**config.mk**
```make
export PLATFORM = sky130hd
export DESIGN_NAME = ball_pair_scheduler_flat
export DESIGN_NICKNAME = d
export VERILOG_FILES = /design/src/rtl/ball_pair_scheduler_if.sv /design/src/rtl/ball_pair_scheduler.sv /design/src/flat_wrapper.sv
export SDC_FILE = /design/constraint.sdc
export NUM_CORES = 1
export LEC_CHECK = 0
export ABC_AREA = 1
export ABC_CLOCK_PERIOD_IN_PS = 1300
export BUFFER_PORTS_ARGS = -buffer_cell sky130_fd_sc_hd__buf_2
export CAP_MARGIN = 20
export CORE_AREA = 3 3 40 42
export CTS_CLUSTER_SIZE = 24
export DETAILED_ROUTE_END_ITERATION = 6
export DIE_AREA = 0 0 43 45
export PLACE_DENSITY = 0.52
export SYNTH_ARGS = -nofsm -noshare
export SYNTH_HDL_FRONTEND = slang
export SYNTH_SLANG_ARGS = --single-unit
```
**constraint.sdc**
```tcl
create_clock -name clk -period 1.3 [get_ports clk]
set_input_delay 0.26 -clock clk [delete_from_list [all_inputs] [get_ports clk]]
set_output_delay 0.26 -clock clk [all_outputs]
set_load 0.05 [all_outputs]
```
**src/rtl/ball_pair_scheduler_if.sv**
```systemverilog
// ball_pair_scheduler_if
// Bundles the scheduler's frame-request, datapath-select and status signals.
//
// Parameter:
//   IDX_W              width of the ball index selects; must equal $clog2(NUM_BALLS)
//                      of the scheduler the bundle is connected to
// Signals:
//   startOfFrame       frame-timing -> scheduler, one-cycle sweep request
//   collisionOccurred  ball_collision -> scheduler, collision flag of the pair in flight
//   pairSelA/pairSelB  scheduler -> index muxes, current pair (A < B while busy)
//   pairValid          scheduler -> datapath, new pair presented this cycle
//   writeEnable        scheduler -> velocity registers, commit new velocities of A and B
//   busy               scheduler status, sweep in progress
//   frameDone          scheduler status, one-cycle end-of-sweep pulse
//   overrun            scheduler status, sticky "request arrived while sweeping"
//   collisionCount     collisions seen in the current/last sweep
//                      (present only when COLLISION_COUNT_EN is defined)
// Modports: master = scheduler side, slave = surrounding logic side.
interface ball_pair_scheduler_if #(
  parameter int IDX_W = 2
);
  logic             startOfFrame;
  logic             collisionOccurred;
  logic [IDX_W-1:0] pairSelA;
  logic [IDX_W-1:0] pairSelB;
  logic             pairValid;
  logic             writeEnable;
  logic             busy;
  logic             frameDone;
  logic             overrun;
`ifdef COLLISION_COUNT_EN
  logic [7:0]       collisionCount;
`endif

  modport master (
    input  startOfFrame,
    input  collisionOccurred,
    output pairSelA,
    output pairSelB,
    output pairValid,
    output writeEnable,
    output busy,
    output frameDone,
`ifdef COLLISION_COUNT_EN
    output collisionCount,
`endif
    output overrun
  );

  modport slave (
    output startOfFrame,
    output collisionOccurred,
    input  pairSelA,
    input  pairSelB,
    input  pairValid,
    input  writeEnable,
    input  busy,
    input  frameDone,
`ifdef COLLISION_COUNT_EN
    input  collisionCount,
`endif
    input  overrun
  );
endinterface

```
**src/rtl/ball_pair_scheduler.sv**
```systemverilog
// ball_pair_scheduler
// Time-shares one pairwise ball_collision datapath among NUM_BALLS balls.
// Each accepted startOfFrame walks every unordered pair (i<j) in lexical order:
// one ISSUE cycle presents the pair (pairValid), PAIR_LATENCY WAIT cycles hold
// it stable, and in the last WAIT cycle writeEnable follows collisionOccurred.
// After the last pair a single DONE cycle pulses frameDone.
//
// Parameters:
//   NUM_BALLS     number of balls (>= 2)
//   PAIR_LATENCY  datapath latency in cycles from pairValid (>= 1)
// Ports:
//   clk           rising-edge system clock
//   reset         synchronous active-high reset; aborts any sweep in progress
//   bus           ball_pair_scheduler_if master modport (see the interface file)
// Optional feature:
//   COLLISION_COUNT_EN  when defined, adds an 8-bit saturating per-sweep
//                       collision counter on bus.collisionCount
module ball_pair_scheduler #(
  parameter int NUM_BALLS    = 4,
  parameter int PAIR_LATENCY = 1
) (
  input logic                    clk,
  input logic                    reset,
  ball_pair_scheduler_if.master  bus
);

  localparam int IDX_W  = $clog2(NUM_BALLS);
  localparam int WAIT_W = (PAIR_LATENCY > 1) ? $clog2(PAIR_LATENCY) : 1;

  localparam logic [IDX_W-1:0]  LAST_J    = IDX_W'(NUM_BALLS - 1);
  localparam logic [IDX_W-1:0]  LAST_I    = IDX_W'(NUM_BALLS - 2);
  localparam logic [WAIT_W-1:0] WAIT_LOAD = WAIT_W'(PAIR_LATENCY - 1);

  typedef enum logic [1:0] {
    IDLE  = 2'd0,
    ISSUE = 2'd1,
    WAIT  = 2'd2,
    DONE  = 2'd3
  } state_t;

  state_t            state_reg, state_next;
  logic [IDX_W-1:0]  sel_a_reg, sel_a_next;
  logic [IDX_W-1:0]  sel_b_reg, sel_b_next;
  logic [WAIT_W-1:0] wait_reg,  wait_next;
  logic              overrun_reg, overrun_next;
  logic              write_en;
  logic              sof_accept;

`ifdef COLLISION_COUNT_EN
  logic [7:0]        count_reg, count_next;
`endif

  always_ff @(posedge clk) begin
    if (reset) begin
      state_reg   <= IDLE;
      sel_a_reg   <= '0;
      sel_b_reg   <= '0;
      wait_reg    <= '0;
      overrun_reg <= 1'b0;
`ifdef COLLISION_COUNT_EN
      count_reg   <= 8'd0;
`endif
    end else begin
      state_reg   <= state_next;
      sel_a_reg   <= sel_a_next;
      sel_b_reg   <= sel_b_next;
      wait_reg    <= wait_next;
      overrun_reg <= overrun_next;
`ifdef COLLISION_COUNT_EN
      count_reg   <= count_next;
`endif
    end
  end

  always_comb begin
    state_next   = state_reg;
    sel_a_next   = sel_a_reg;
    sel_b_next   = sel_b_reg;
    wait_next    = wait_reg;
    overrun_next = overrun_reg;
    write_en     = 1'b0;
    sof_accept   = 1'b0;

    // A request while a sweep (or its DONE cycle) is in flight is dropped
    // but remembered until reset so the frame logic can detect it.
    if (bus.startOfFrame && (state_reg != IDLE)) begin
      overrun_next = 1'b1;
    end

    case (state_reg)
      IDLE: begin
        if (bus.startOfFrame) begin
          sof_accept = 1'b1;
          state_next = ISSUE;
          sel_a_next = '0;
          sel_b_next = IDX_W'(1);
        end
      end

      ISSUE: begin
        state_next = WAIT;
        wait_next  = WAIT_LOAD;
      end

      WAIT: begin
        if (wait_reg == '0) begin
          // Datapath result is valid only now; earlier flags are ignored.
          write_en = bus.collisionOccurred;
          if (sel_b_reg < LAST_J) begin
            sel_b_next = sel_b_reg + IDX_W'(1);
            state_next = ISSUE;
          end else if (sel_a_reg < LAST_I) begin
            // i < NUM_BALLS-2 here, so i+2 never exceeds NUM_BALLS-1.
            sel_a_next = sel_a_reg + IDX_W'(1);
            sel_b_next = sel_a_reg + IDX_W'(2);
            state_next = ISSUE;
          end else begin
            state_next = DONE;
          end
        end else begin
          wait_next = wait_reg - WAIT_W'(1);
        end
      end

      DONE: begin
        // Selects deliberately keep the last pair.
        state_next = IDLE;
      end

      default: begin
        state_next = IDLE;
      end
    endcase
  end

`ifdef COLLISION_COUNT_EN
  always_comb begin
    count_next = count_reg;
    if (sof_accept) begin
      count_next = 8'd0;
    end else if (write_en && (count_reg != 8'hFF)) begin
      count_next = count_reg + 8'd1;
    end
  end

  assign bus.collisionCount = count_reg;
`endif

  assign bus.pairSelA    = sel_a_reg;
  assign bus.pairSelB    = sel_b_reg;
  assign bus.pairValid   = (state_reg == ISSUE);
  assign bus.writeEnable = write_en;
  assign bus.busy        = (state_reg != IDLE);
  assign bus.frameDone   = (state_reg == DONE);
  assign bus.overrun     = overrun_reg;

endmodule
```
**src/flat_wrapper.sv**
```systemverilog
// flat-port wrapper written by rule: the top's interface ports become plain ports
module ball_pair_scheduler_flat 
#(
  parameter int NUM_BALLS    = 4,
  parameter int PAIR_LATENCY = 1
)
  (clk, reset, bus_startOfFrame, bus_collisionOccurred, bus_pairSelA, bus_pairSelB, bus_pairValid, bus_writeEnable, bus_busy, bus_frameDone, bus_overrun);
  ball_pair_scheduler_if bus_i ();
  input logic clk;
  input logic reset;
  input wire logic [$bits(bus_i.startOfFrame)-1:0] bus_startOfFrame;
  input wire logic [$bits(bus_i.collisionOccurred)-1:0] bus_collisionOccurred;
  output wire logic [$bits(bus_i.pairSelA)-1:0] bus_pairSelA;
  output wire logic [$bits(bus_i.pairSelB)-1:0] bus_pairSelB;
  output wire logic [$bits(bus_i.pairValid)-1:0] bus_pairValid;
  output wire logic [$bits(bus_i.writeEnable)-1:0] bus_writeEnable;
  output wire logic [$bits(bus_i.busy)-1:0] bus_busy;
  output wire logic [$bits(bus_i.frameDone)-1:0] bus_frameDone;
  output wire logic [$bits(bus_i.overrun)-1:0] bus_overrun;
  assign bus_i.startOfFrame = bus_startOfFrame;
  assign bus_i.collisionOccurred = bus_collisionOccurred;
  assign bus_pairSelA = bus_i.pairSelA;
  assign bus_pairSelB = bus_i.pairSelB;
  assign bus_pairValid = bus_i.pairValid;
  assign bus_writeEnable = bus_i.writeEnable;
  assign bus_busy = bus_i.busy;
  assign bus_frameDone = bus_i.frameDone;
  assign bus_overrun = bus_i.overrun;
  ball_pair_scheduler #(.NUM_BALLS(NUM_BALLS), .PAIR_LATENCY(PAIR_LATENCY)) u_core (.clk(clk), .reset(reset), .bus(bus_i));
endmodule
```
# [After elaboration in Yosys (flattened, before gate mapping)]
# Cells that the tools add are included.
[totals] word_cells=45 output_inout_bits=9 input_bits=4 reg_bits=8
[op_classes] eq_ne=8 reduce_logical=8 mux=18 addsub=4 magnitude_cmp=2
[op_table] op="2-bit two-way mux" n=11
[op_table] op="2-bit one-hot mux with 2 select lines" n=2
[op_table] op="2-bit one-hot mux with 4 select lines" n=1
[op_table] op="2-bit inequality test (second input constant)" n=3
[op_table] op="2-bit nonzero test" n=3
[op_table] op="5-bit AND reduction" n=1
[op_table] op="2-bit by 1-bit adder with 2-bit output (second input constant)" n=2
[op_table] op="2-bit equality test (second input constant)" n=2
[op_table] op="2-bit < comparator (second input constant)" n=2
[op_table] op="4-bit AND reduction" n=1
[op_table] op="1-bit two-way mux" n=3
[op_table] op="3-bit by 1-bit inequality test with 1-bit output (second input constant)" n=1
[op_table] op="2-bit adder (second input constant)" n=1
[op_table] op="2-bit by 1-bit equality test with 1-bit output (second input constant)" n=1
[op_table] op="2-bit zero test" n=1
[op_table] op="2-bit by 1-bit inequality test with 1-bit output (second input constant)" n=1
[op_table] op="1-bit one-hot mux with 2 select lines" n=1
[op_table] op="2-bit AND reduction" n=1
[op_table] op="1-bit logical AND" n=1
[op_table] op="1-bit subtractor (second input constant)" n=1

# [Logic depth before layout (Yosys ltp)]
[depth] depth_word=5 ltp_mapped=7

# [Worst setup path after synthesis]
# Ideal clock, no wire load.
[synth_path] kind="reg-to-reg" from="register u_core.sel_b_reg[0] (netlist: u_core.bus.pairSelB[0])" to="register u_core.sel_b_reg[0] (netlist: u_core.bus.pairSelB[0])" slack_ps=-241 n_path_buf=0 t_required_ps=1185 path_stages_with_launch=7 period_less_slack_ps=1541 t_arrival_ps=1426 path_cell_list="dfxtp_1 > ha_1 > nand2_1 > nor2_2 > nor2_1 > nor2_1 > nor2_2"
[synth_via] elab_chain_len=4
[synth_lines] element="from (decl)" line_no="ball_pair_scheduler.sv:43" source="logic [IDX_W-1:0] sel_b_reg, sel_b_next;"
[synth_lines] element="from (signal assigned)" line_no="ball_pair_scheduler.sv:66" source="sel_b_reg <= sel_b_next;"
[synth_lines] element="2-bit by 1-bit adder with 2-bit output / 2-bit < comparator (equally long branches)" line_no="ball_pair_scheduler.sv:110, ball_pair_scheduler.sv:109"
[synth_lines] element="2-bit two-way mux" line_no="ball_pair_scheduler.sv:109" source="if (sel_b_reg < LAST_J) begin"
[synth_lines] element="2-bit two-way mux" line_no="ball_pair_scheduler.sv:106" source="if (wait_reg == '0) begin"
[synth_lines] element="2-bit one-hot mux with 2 select lines" line_no="ball_pair_scheduler.sv:90" source="case (state_reg)"
# Parallel ways exist; a longest one is shown, timed or not. The select of a mux whose other input is x is not followed.
# A chain may end at the register's enable or synchronous reset.

# [Worst setup path in the final report]
[layout_path] from="register u_core.state_reg[1]" to="output bus_busy"
[layout_via] elab_chain_len=1
[layout_lines] element="from (decl)" line_no="ball_pair_scheduler.sv:41" source="state_t state_reg, state_next;"
[layout_lines] element="from (signal assigned)" line_no="ball_pair_scheduler.sv:64" source="state_reg <= state_next;"
[layout_lines] element="2-bit nonzero test" line_no="ball_pair_scheduler.sv:153" source="assign bus.busy = (state_reg != IDLE);"
[layout_lines] element="to (decl)" line_no="flat_wrapper.sv:17" source="output wire logic [$bits(bus_i.busy)-1:0] bus_busy;"
# No other way between the ends.

==> results.md <==
* Slowest stage delay, CP at just under 400 ps
* Area post-placement at 462 sq um
* Post-synth EDFFs at 0
* Synth Warn # at 0
* Non-Filler Instances at 90
* DR vias at 397
* Largest delay contributor family on the critical path: flip-flops
* Syn Nets at just over 60
* Register area at between 150 and 200 sq um
* Initial Utilization at around 29%
* Largest net degree at the start of global routing at 8
* Total congestion overflow at 0
* First-pass GRT wire length at 1.44 mm
* Pre-antenna DRT Iters at 2
* Final hold vios at 0
* Mapped Area at around 370 sq um
* Sequential element share of the synthesized area at a little under two fifths
* CTS tree: done
* H-tree Lvls at 1
* Top FF cell, synth: dfxtp_1
* Vias in the first global route at ~360
* Final Setup Violations at 0
* Hold Crit Class: input port to flop
* Worst slew pin tran at about 240 ps
* Post-synthesis cell type count at 16
* Syn Inst Count at 56
* Top-level port count at 13
* Maximum vdd drop at roughly 0.42 mV
* Gp weighted congestion at 0.732
* Starting DRC count in detailed routing at 5
* Core area at ~1300 sq um
* Root buf cell: clkbuf_4
* Antenna viol nets, final at 0
* Arr. time, crit path at 1000 ps
* Power density over the cells at about 1100 nW/um^2
* Gr usage total at 10.6%
* Min Clock Period, post-route at around 1300 ps
* P_leak at about 0.26 nW
* Critical path buffer and inverter count at 2
* Hpwl dp at 669 microns
* Worst Path Required at 1040 ps
* Max Root-Sink Buffers at 2
* Via density at 4.41
* Clock Pin Slew Worst Setup and Hold Paths at about 60 ps
* Startpoint Class: flop
* Top post-synthesis cells by area: dfxtp_1 38%, nand2_1 12%, nor2_1 12%, inv_1 6.1%, a21oi_1 4.1%
* Worst Skew at 5.69 ps
* Slew HR at 83.7%
* Multi-input gate area at approximately 220 sq um
* Critical Path Slowest Stage Cell: dfxtp_4
* Clock Latency Late Sink at between 200 and 300 ps
* Post-layout nets at 81
* Routed WL at 938 microns
* Die ar. at just under 2000 sq um
* Post-synth ARST share at 0%
* Final worst path period share at a little over nine tenths
* Rows at 13
* Status: finished, final reports clean
* Clock sinks at 7
* Layout cells sized above 1 at about two fifths
* Worst setup path class: flop to output port
* Die width at roughly 43 microns
* Initial antenna violation count at 0
* CP max FO at 7
* Max Freq at approximately 790 MHz
* CTS buffer count at 3
* Synthesized area per cell at ~6.6 sq um
* # diodes at 0
* Max_cap viols at 0
* CP Cell Sequence: inv_2, nand2_1, buf_4
* Die height at between 40 and 50 microns
* Post-synth top area share at between 30% and 40%
* # port buffers at 12
* Layout overhead on the synthesized area at 48.0%
* Residual DRC at 0
* Final Max Slew Viols at 0
* Synth area leader: dfxtp_1
* Setup TNS at 0 ps
* Most frequent cells after synthesis: 12 x nand2_1, 12 x nor2_1, 7 x dfxtp_1, 6 x inv_1
* Number of synthesized register bits at 7
* CP Capture Type: output port
* FILL cells at 141
* Fin area at about 540 sq um
* Wire per inst at 10.4 microns
* Cells after DPL at 84
-- per-layer routing --
layer  wire [microns]  global-route usage, %  vias to the layer above
met2              448                   15.6                       10
met5                0                      0                        -
li1                 -                      -                      217
met1              396                   11.3                      165
met4               32                   10.8                        0
met3               60                   3.98                        5
-- timing repair --
item,4_1_cts,5_1_grt
resized for setup,6,10
setup endpoints to repair,4,5
hold buffers,0,0
pin swaps,0,1
hold endpoints to repair,0,0
setup buffers,1,1
-- kinds of logic (layout without fill, tap and decap cells) --
logic type                 Yosys count  count (layout)  synth area share [%]
and+or+nand+nor                     32              32                  38.1
DFF                                  7               7                  38.1
adders and majority gates            1               1                  3.40
AOI/OAI and AO/OA                    8               8                  12.2
buffers and inverters                8              27                  8.16
-- worst paths after layout --
kind | startpoint | to | slack, ps | depth (start not counted)
worst max-delay path | u_core.state_reg[1]$_SDFFE_PP0P_ | bus_busy | 40 | 3
worst min-delay path | reset | u_core.state_reg[1]$_SDFFE_PP0P_ | 240 | 2
worst max register to register | u_core.bus.pairSelB[0]$_SDFFE_PP0P_ | u_core.bus.pairSelB[0]$_SDFFE_PP0P_ | 120 | 6
worst min register to register | u_core.bus.pairSelB[1]$_SDFFE_PP0P_ | u_core.bus.pairSelB[1]$_SDFFE_PP0P_ | 470 | 2
-- per-stage QoR --
step                utilization (%)  setup WS [ps]  power [mW]  hold slack [ps]
CTS                            39.6           9.07       0.594              241
finish                         42.4           37.9       0.604              240
detailed placement             35.9           68.3       0.382              471
global route                   42.4          -9.30       0.634              236
global placement               35.9           52.3       0.383              446
floorplan                         -          -46.1       0.348              322
-- layout by cell type (no fill, tap or decap) --
master / n
nor2_2: 3
o211ai_1: 1
nor3_1: 1
dfxtp_4: 2
buf_4: 6
inv_4: 1
ha_2: 1
nor2_4: 2
nand2_1: 11
buf_2: 7
nand4_1: 1
clkbuf_4: 4
nor2_1: 10
inv_1: 6
nand2_4: 1
clkbuf_1: 1
inv_2: 1
dfxtp_2: 2
nand3_1: 3
o21a_1: 1
o21ai_0: 1
o21ai_1: 2
dfxtp_1: 3
buf_6: 1
a21oi_1: 3
-- area by class of cell --
cell class / instances / area share [%]
Multi-Input combinational cell: 41 / 40.0
Sequential cell: 7 / 27.6
Timing Repair Buffer: 15 / 18.2
Inverter: 8 / 5.98
Clock buffer: 4 / 4.83
Tap cell: 15 / 3.45
-- power breakdown --
part | leakage, nW | internal, mW | total, mW | switching, mW
Clock | 0.0150 | 0.118 | 0.211 | 0.0929
Sequential | 0.0595 | 0.227 | 0.240 | 0.0137
Combinational | 0.182 | 0.0479 | 0.153 | 0.105
Total | 0.256 | 0.393 | 0.604 | 0.212
-- worst register-to-register path, delay by kind of cell, from the launching register on --
kind	cells	cell delay, ps
flops	1	340
fa+ha+maj	1	240
simple gates	5	490
Power figures use the tool's default switching activity.
